$ cat config.mk
export PLATFORM = sky130hd
export DESIGN_NAME = aes_avl_master
export DESIGN_NICKNAME = d
export VERILOG_FILES = /design/src/rtl/aes_avl_master.sv
export SDC_FILE = /design/constraint.sdc
export NUM_CORES = 1
export LEC_CHECK = 0
export ABC_AREA = 1
export BUFFER_PORTS_ARGS = -buffer_cell sky130_fd_sc_hd__buf_2
export CAP_MARGIN = 15
export CORE_ASPECT_RATIO = 2
export CORE_MARGIN = 2
export CORE_UTILIZATION = 48
export DETAILED_ROUTE_END_ITERATION = 10
export GPL_TIMING_DRIVEN = 0
export PLACE_DENSITY_LB_ADDON = 0.15
export SLEW_MARGIN = 5
export SYNTH_ARGS = -nofsm -noshare
export SYNTH_HDL_FRONTEND = slang
export SYNTH_SLANG_ARGS = --single-unit
$ cat constraint.sdc
create_clock -name CLK -period 2.6 [get_ports CLK]
set_input_delay 0.13 -clock CLK [delete_from_list [all_inputs] [get_ports CLK]]
set_output_delay 0.13 -clock CLK [all_outputs]
set_load 0.005 [all_outputs]
$ cat src/rtl/aes_avl_master.sv
// rtl/aes_avl_master.sv - Avalon-MM master sequencing one decryption on an AES slave
//
// Ports:
//   CLK, RESET        rising-edge clock, synchronous active-high reset
//   START             one-cycle request, honoured only in IDLE
//   KEY, MSG_ENC      128-bit key / ciphertext, word 0 in bits [31:0]
//   BUSY, DONE, ERROR operation in progress / completion pulse / timeout flag
//   MSG_DEC           128-bit plaintext read back, word 0 in bits [31:0]
//   AVL_*             Avalon-MM master; AVL_READDATA is zero-latency
//
// Slave map: 0-3 key, 4-7 ciphertext, 8-11 plaintext, 14 start, 15 done (bit 0).
// Optional feature: define AES_AVL_MASTER_TIMEOUT_EN to bound the number of
// done polls at TIMEOUT_POLLS; otherwise POLL waits forever and ERROR is 0.
module aes_avl_master #(
    parameter int unsigned TIMEOUT_POLLS = 4096
) (
    input  logic         CLK,
    input  logic         RESET,
    input  logic         START,
    input  logic [127:0] KEY,
    input  logic [127:0] MSG_ENC,
    output logic         BUSY,
    output logic         DONE,
    output logic         ERROR,
    output logic [127:0] MSG_DEC,
    output logic         AVL_READ,
    output logic         AVL_WRITE,
    output logic         AVL_CS,
    output logic [3:0]   AVL_BYTE_EN,
    output logic [3:0]   AVL_ADDR,
    output logic [31:0]  AVL_WRITEDATA,
    input  logic [31:0]  AVL_READDATA
);

    typedef enum logic [2:0] {
        IDLE, WR_KEY, WR_MSG, WR_START, POLL, RD_DEC, CLR_START, FIN
    } state_t;

    state_t        state_q, state_d;
    logic [1:0]    wcnt_q, wcnt_d;
    logic [127:0]  key_q, key_d;
    logic [127:0]  msg_q, msg_d;
    logic [127:0]  dec_q, dec_d;
    logic          rd_q, rd_d, wr_q, wr_d, cs_q, cs_d;
    logic [3:0]    be_q, be_d, addr_q, addr_d;
    logic [31:0]   wdata_q, wdata_d;
    logic          busy_q, busy_d, done_q, done_d;

`ifdef AES_AVL_MASTER_TIMEOUT_EN
    localparam int PCW = $clog2(TIMEOUT_POLLS + 1);
    logic [PCW-1:0] poll_cnt_q, poll_cnt_d;
    logic           to_q, to_d;
    logic           error_q, error_d;
`endif

    always_comb begin
        state_d = state_q;
        wcnt_d  = wcnt_q;
        key_d   = key_q;
        msg_d   = msg_q;
        dec_d   = dec_q;
`ifdef AES_AVL_MASTER_TIMEOUT_EN
        poll_cnt_d = poll_cnt_q;
        to_d       = to_q;
        error_d    = error_q;
`endif
        case (state_q)
            IDLE: begin
                if (START) begin
                    key_d   = KEY;
                    msg_d   = MSG_ENC;
                    wcnt_d  = 2'd0;
                    state_d = WR_KEY;
`ifdef AES_AVL_MASTER_TIMEOUT_EN
                    poll_cnt_d = '0;
                    to_d       = 1'b0;
                    error_d    = 1'b0;
`endif
                end
            end
            WR_KEY: begin
                wcnt_d = wcnt_q + 2'd1;
                if (wcnt_q == 2'd3) state_d = WR_MSG;
            end
            WR_MSG: begin
                wcnt_d = wcnt_q + 2'd1;
                if (wcnt_q == 2'd3) state_d = WR_START;
            end
            WR_START: state_d = POLL;
            POLL: begin
`ifdef AES_AVL_MASTER_TIMEOUT_EN
                poll_cnt_d = poll_cnt_q + PCW'(1);
`endif
                if (AVL_READDATA[0]) begin
                    state_d = RD_DEC;
                end
`ifdef AES_AVL_MASTER_TIMEOUT_EN
                // Last permitted poll came back not-done: abandon the read-back.
                else if (poll_cnt_q == PCW'(TIMEOUT_POLLS - 1)) begin
                    state_d = CLR_START;
                    to_d    = 1'b1;
                end
`endif
            end
            RD_DEC: begin
                dec_d[{wcnt_q, 5'd0} +: 32] = AVL_READDATA;
                wcnt_d = wcnt_q + 2'd1;
                if (wcnt_q == 2'd3) state_d = CLR_START;
            end
            CLR_START: begin
                state_d = FIN;
`ifdef AES_AVL_MASTER_TIMEOUT_EN
                error_d = to_q;
`endif
            end
            FIN:     state_d = IDLE;
            default: state_d = IDLE;
        endcase
    end

    // Outputs are registered, so they are decoded from the state being entered.
    always_comb begin
        rd_d    = 1'b0;
        wr_d    = 1'b0;
        addr_d  = 4'd0;
        wdata_d = 32'd0;
        case (state_d)
            WR_KEY: begin
                wr_d    = 1'b1;
                addr_d  = {2'b00, wcnt_d};
                wdata_d = key_d[{wcnt_d, 5'd0} +: 32];
            end
            WR_MSG: begin
                wr_d    = 1'b1;
                addr_d  = {2'b01, wcnt_d};
                wdata_d = msg_d[{wcnt_d, 5'd0} +: 32];
            end
            WR_START: begin
                wr_d    = 1'b1;
                addr_d  = 4'd14;
                wdata_d = 32'h1;
            end
            POLL: begin
                rd_d   = 1'b1;
                addr_d = 4'd15;
            end
            RD_DEC: begin
                rd_d   = 1'b1;
                addr_d = {2'b10, wcnt_d};
            end
            CLR_START: begin
                wr_d   = 1'b1;
                addr_d = 4'd14;
            end
            default: ;
        endcase
        cs_d   = rd_d | wr_d;
        be_d   = cs_d ? 4'hF : 4'h0;
        busy_d = (state_d != IDLE) && (state_d != FIN);
        done_d = (state_d == FIN);
    end

    always_ff @(posedge CLK) begin
        if (RESET) begin
            state_q <= IDLE;
            wcnt_q  <= 2'd0;
            key_q   <= '0;
            msg_q   <= '0;
            dec_q   <= '0;
            rd_q    <= 1'b0;
            wr_q    <= 1'b0;
            cs_q    <= 1'b0;
            be_q    <= 4'h0;
            addr_q  <= 4'h0;
            wdata_q <= 32'h0;
            busy_q  <= 1'b0;
            done_q  <= 1'b0;
`ifdef AES_AVL_MASTER_TIMEOUT_EN
            poll_cnt_q <= '0;
            to_q       <= 1'b0;
            error_q    <= 1'b0;
`endif
        end else begin
            state_q <= state_d;
            wcnt_q  <= wcnt_d;
            key_q   <= key_d;
            msg_q   <= msg_d;
            dec_q   <= dec_d;
            rd_q    <= rd_d;
            wr_q    <= wr_d;
            cs_q    <= cs_d;
            be_q    <= be_d;
            addr_q  <= addr_d;
            wdata_q <= wdata_d;
            busy_q  <= busy_d;
            done_q  <= done_d;
`ifdef AES_AVL_MASTER_TIMEOUT_EN
            poll_cnt_q <= poll_cnt_d;
            to_q       <= to_d;
            error_q    <= error_d;
`endif
        end
    end

`ifdef AES_AVL_MASTER_TIMEOUT_EN
    assign ERROR = error_q;
`else
    // TIMEOUT_POLLS only shapes the design when the timeout is built in.
    logic unused_timeout_polls;
    assign unused_timeout_polls = |TIMEOUT_POLLS;
    assign ERROR = 1'b0;
`endif

    assign BUSY          = busy_q;
    assign DONE          = done_q;
    assign MSG_DEC       = dec_q;
    assign AVL_READ      = rd_q;
    assign AVL_WRITE     = wr_q;
    assign AVL_CS        = cs_q;
    assign AVL_BYTE_EN   = be_q;
    assign AVL_ADDR      = addr_q;
    assign AVL_WRITEDATA = wdata_q;

endmodule

==> summary by stage <==
Die
In this run the count of I/O pins placed on the die edge is 465. The height of the die is 275.8 um. The core region area is 36420 sq um.

The die outline width is 139.9 um. The full die area is 38590 sq um. The row count is 99.

The starting density of the core is 48.69%.

Power and ir drop
In this run the static leakage power is 11.57 nW. The power density of the placed cells is 884.1 nW/um^2. VDD sags by at most 627.8 uV.

Worst setup path
The most frequent cell on the critical path is sky130_fd_sc_hd__nor2_1. The cell with the largest stage delay on the worst path is sky130_fd_sc_hd__dfxtp_4. The startpoint type of the worst setup path is a register.

The most critical setup path has its startpoint at wcnt_q[0]. The largest fanout on the critical path is 10. For this run, the slowest stage of the critical path takes 0.37 ns.

Walking the worst path, the cells encountered are ha_1 -> nor2_1 -> nor2_1 -> nand2_1 -> nor2_4 -> nand2_2 -> buf_4 -> clkbuf_4 -> nand2_1 -> nand3_1 -> nand2_1 -> nor2_1 -> nor2_1. The dominant delay contributor by cell family on the critical path is simple AND/OR/NAND/NOR gates. The data required time of the critical path is 3.04 ns. STA classifies the critical path endpoint as a register. The classification of the worst setup path is register to register. The worst register-to-register path begins at wcnt_q[0]. STA puts the critical path data arrival time at 3.00 ns. The worst path buffer plus inverter count is 2.

Clock network
The H-tree level count is 2. Clock tree synthesis selected as its root buffer the cell sky130_fd_sc_hd__clkbuf_16. TritonCTS built the clock tree. Clock tree synthesis found a total of 430 sinks. The total CTS buffers is 39. The insertion delay to the later sink of the worst-skew pair is 0.55 ns. No sink is reached through more buffers than the 3 on the longest clock path. After clock tree synthesis, the clock-pin slew on the worst setup and hold paths is 0.07 ns.

Timing
For this run, the top clock speed supported by timing is 390.4 MHz. Subtracting the final worst setup slack from the clock period gives 2.561 ns. Setup slack closes at 0.03870 ns. The number of hold-slack violations in the final timing report is 0.

Setup violations remaining at the end of the flow were counted as 0. The clock arrives with 0.01447 ns of skew. The transition at the pin with the smallest max-transition slack is 0.9957 ns. The final number of max-transition violations is 0.

Dividing the final minimum period by the clock period gives 98.51%. The worst slew margin relative to its limit is 33.62%. Setup total negative slack on the finished layout was measured at 0 ns.

Place
The pre-CTS worst setup slack is -0.9090 ns. The congestion estimate from routability-driven global placement came to 0.9492. The number of input and output port buffers inserted is 463. Detailed placement finished with a half-perimeter wire length of 56180 um. The placed instance count is 3122.

Yosys
After synthesis, the largest area contributor takes up 48.55% of total cell area. The combined area of all synthesized cells is 17730 sq um. The total number of yosys warnings is 0.

Sequential elements use 48.55% of the synthesized area. The number of nets in the synthesized netlist is 2502. Averaged over all synthesized cells, the footprint is 8.041 sq um.

The largest area contributor in the netlist is sky130_fd_sc_hd__dfxtp_1. The number of distinct library cell variants in the gate-level netlist after synthesis is 31. Counting flops and latches in the post-synthesis netlist gives 430. The number of standard cells after synthesis is 2205. After synthesis, the cell types taking the most area are sky130_fd_sc_hd__dfxtp_1 49%, sky130_fd_sc_hd__mux2i_1 13%, sky130_fd_sc_hd__nand2_1 8.7%, sky130_fd_sc_hd__nor2_1 8.2%, sky130_fd_sc_hd__a21oi_1 5.3%.

Detailed routing
The number of remaining DRC errors is 0. The wire length reported by the detailed router is 76930 um. After detailed routing, the number of vias per cell comes to 5.440. The detailed-routing iteration count for the pre-antenna-repair pass is 7. The starting DRC count in detailed routing is 1156. The count of nets left with antenna violations once routing finished came out at 0. The detailed-route wire length per cell is 22.04 um.

Detailed routing inserted a total of 18990 vias.

Cells and area
In the final design database the tool counted 3301 nets. The post-layout instance count excluding filler cells is 3491. Compared with the post-synthesis result, the final layout area differs by 40.98%. The fraction of layout cells with a size suffix above 1 is 22.38%. The utilization after layout is 68.64%.

Status
The flow ran to the end, and the final reports show no timing, DRC or antenna violations.

Global route
The via count of the first global-routing pass was 19870. The global-route wire length before repair is 111400 um. Global routing used 38.20% of the available tracks across all layers.

Global routing finished with a remaining overflow of 0. The number of antenna violations at the first check in global routing is 4. Entering global routing, the biggest net connects 17 pins.

Hold path
The classification of the worst-slack hold path is input pin to register. In this run the most critical hold path is launched from KEY[67].

Flow run
Max-cap violations in this run came to 0.
-- synth_stat cells --
| library cell | n |
|---|---|
| sky130_fd_sc_hd__nor3b_1 | 19 |
| sky130_fd_sc_hd__a31oi_1 | 2 |
| sky130_fd_sc_hd__nand2_2 | 1 |
| sky130_fd_sc_hd__inv_1 | 45 |
| sky130_fd_sc_hd__conb_1 | 1 |
| sky130_fd_sc_hd__a21oi_4 | 1 |
| sky130_fd_sc_hd__nand3_2 | 1 |
| sky130_fd_sc_hd__or2_2 | 27 |
| sky130_fd_sc_hd__ha_1 | 6 |
| sky130_fd_sc_hd__a21oi_2 | 2 |
| sky130_fd_sc_hd__mux2i_1 | 222 |
| sky130_fd_sc_hd__buf_4 | 21 |
| sky130_fd_sc_hd__o21ai_1 | 3 |
| sky130_fd_sc_hd__nand2_1 | 410 |
| sky130_fd_sc_hd__o21ai_0 | 55 |
| sky130_fd_sc_hd__inv_2 | 4 |
| sky130_fd_sc_hd__clkbuf_1 | 103 |
| sky130_fd_sc_hd__or3_1 | 19 |
| sky130_fd_sc_hd__nand4_1 | 2 |
| sky130_fd_sc_hd__nor2_4 | 2 |
| sky130_fd_sc_hd__or4_1 | 26 |
| sky130_fd_sc_hd__nor2_2 | 1 |
| sky130_fd_sc_hd__nor2_1 | 385 |
| sky130_fd_sc_hd__nand3_1 | 149 |
| sky130_fd_sc_hd__a21oi_1 | 188 |
| sky130_fd_sc_hd__buf_1 | 6 |
| sky130_fd_sc_hd__buf_6 | 1 |
| sky130_fd_sc_hd__o21ai_2 | 1 |
| sky130_fd_sc_hd__dfxtp_1 | 430 |
| sky130_fd_sc_hd__nor3_1 | 33 |
| sky130_fd_sc_hd__buf_2 | 39 |
-- cells in the final DEF (no fill, tap or decap), types with 3 or more instances in the layout --
master,netlist,final
sky130_fd_sc_hd__buf_2,39,501
sky130_fd_sc_hd__dfxtp_1,430,429
sky130_fd_sc_hd__nand2_1,410,408
sky130_fd_sc_hd__nor2_1,385,383
sky130_fd_sc_hd__dlygate4sd3_1,0,283
sky130_fd_sc_hd__mux2i_1,222,222
sky130_fd_sc_hd__a21oi_1,188,182
sky130_fd_sc_hd__nand3_1,149,147
sky130_fd_sc_hd__clkbuf_1,103,95
sky130_fd_sc_hd__o21ai_0,55,55
sky130_fd_sc_hd__inv_1,45,42
sky130_fd_sc_hd__clkbuf_16,0,41
sky130_fd_sc_hd__buf_4,21,39
sky130_fd_sc_hd__nor3_1,33,31
sky130_fd_sc_hd__or2_2,27,27
sky130_fd_sc_hd__or4_1,26,26
sky130_fd_sc_hd__or3_1,19,19
sky130_fd_sc_hd__nor3b_1,19,19
sky130_fd_sc_hd__clkinv_2,0,10
sky130_fd_sc_hd__clkbuf_2,0,8
sky130_fd_sc_hd__clkbuf_4,0,6
sky130_fd_sc_hd__inv_2,4,6
sky130_fd_sc_hd__ha_1,6,6
sky130_fd_sc_hd__a21oi_2,2,5
sky130_fd_sc_hd__nor2_4,2,4
sky130_fd_sc_hd__a21oi_4,1,4
sky130_fd_sc_hd__clkinvlp_4,0,4
sky130_fd_sc_hd__clkbuf_8,0,4
sky130_fd_sc_hd__diode_2,0,3
sky130_fd_sc_hd__nand3_2,1,3
sky130_fd_sc_hd__nand2_2,1,3
sky130_fd_sc_hd__bufinv_16,0,3
-- cell type report --
| cell class | instances | area [sq um] |
|---|---|---|
| Multi-Input combinational cell | 1556 | 8254 |
| Clock inverter | 19 | 187.7 |
| Inverter | 49 | 186.4 |
| Sequential cell | 430 | 8612 |
| Fill cell | 3004 | 11420 |
| Clock buffer | 52 | 1107 |
| Antenna cell | 3 | 7.507 |
| Buffer | 169 | 827.0 |
| Timing Repair Buffer | 759 | 5248 |
| Tap cell | 454 | 568.0 |
-- state kept, by name (all words and copies together) (netlist names) --
| name | cells |
|---|---|
| MSG_DEC | 128 |
| AVL_WRITEDATA | 32 |
| msg_q | 128 |
| DONE | 1 |
| key_q | 128 |
| AVL_ADDR | 4 |
| state_q | 3 |
| AVL_BYTE_EN | 1 |
| AVL_WRITE | 1 |
| BUSY | 1 |
| AVL_READ | 1 |
| wcnt_q | 2 |
-- worst paths after layout --
| check | to | depth (start not counted) | slack [ns] |
|---|---|---|---|
| max | AVL_WRITEDATA[25] | 13 | 0.04 |
| max reg2reg | AVL_WRITEDATA[25] | 13 | 0.04 |
| min | key_q[67] | 4 | 0.03 |
| min reg2reg | MSG_DEC[108] | 2 | 0.46 |
-- repair_timing --
item                                    CTS  global route
hold buffers                            283             0
pin swaps                                 2             4
endpoints found under the setup margin  162           121
endpoints found under the hold margin   317             0
buffers inserted                          1            12
resized for setup                        32            39
-- tightest hold or removal path, stage by stage --
cell and delay, ns:
sky130_fd_sc_hd__buf_2 0.10, sky130_fd_sc_hd__or2_2 0.10, sky130_fd_sc_hd__o21ai_0 0.11, sky130_fd_sc_hd__nor2_1 0.10
-- cells by family (layout without fill, tap and decap cells) --
group	after synthesis	in the layout	share of synthesized area, %
flip-flops	430	430	48.55
AND/OR/NAND/NOR	1075	1075	25.82
multiplexers	222	222	12.53
AO/OA/AOI/OAI	252	252	7.254
buffers and inverters	219	1048	5.398
adder cells (fa/ha/maj)	6	6	0.4234
other	1	4	0.02115
-- per-layer routing --
layer	wire, um	part of all wire (%)	up-vias	GRT usage, %
met2	39470	51	1022	70.98
li1	-	-	8832	-
met3	5524	7.2	380	8.362
met1	23470	31	8756	33.25
met4	8455	11	2	36.13
met5	13	0.017	-	0
-- power breakdown --
group / internal, W / total [W] / switching, W / leakage [nW]
Combinational: 0.00301 / 0.00848 / 0.00547 / 7.42
Sequential: 0.00739 / 0.00767 / 0.000280 / 3.51
Clock: 0.00332 / 0.00595 / 0.00263 / 0.633
-- through the flow --
step                hold WS, ns  instance area (sq um)  total power (W)
CTS                    0.005551                  24830          0.02171
global placement         0.3937                  20620          0.01529
finish                  0.03400                  25000          0.02210
floorplan                0.2016                  17730          0.01274
global route            0.05268                  25000          0.02306
detailed placement       0.4029                  20620          0.01540
(Power assumes the default switching activity.)
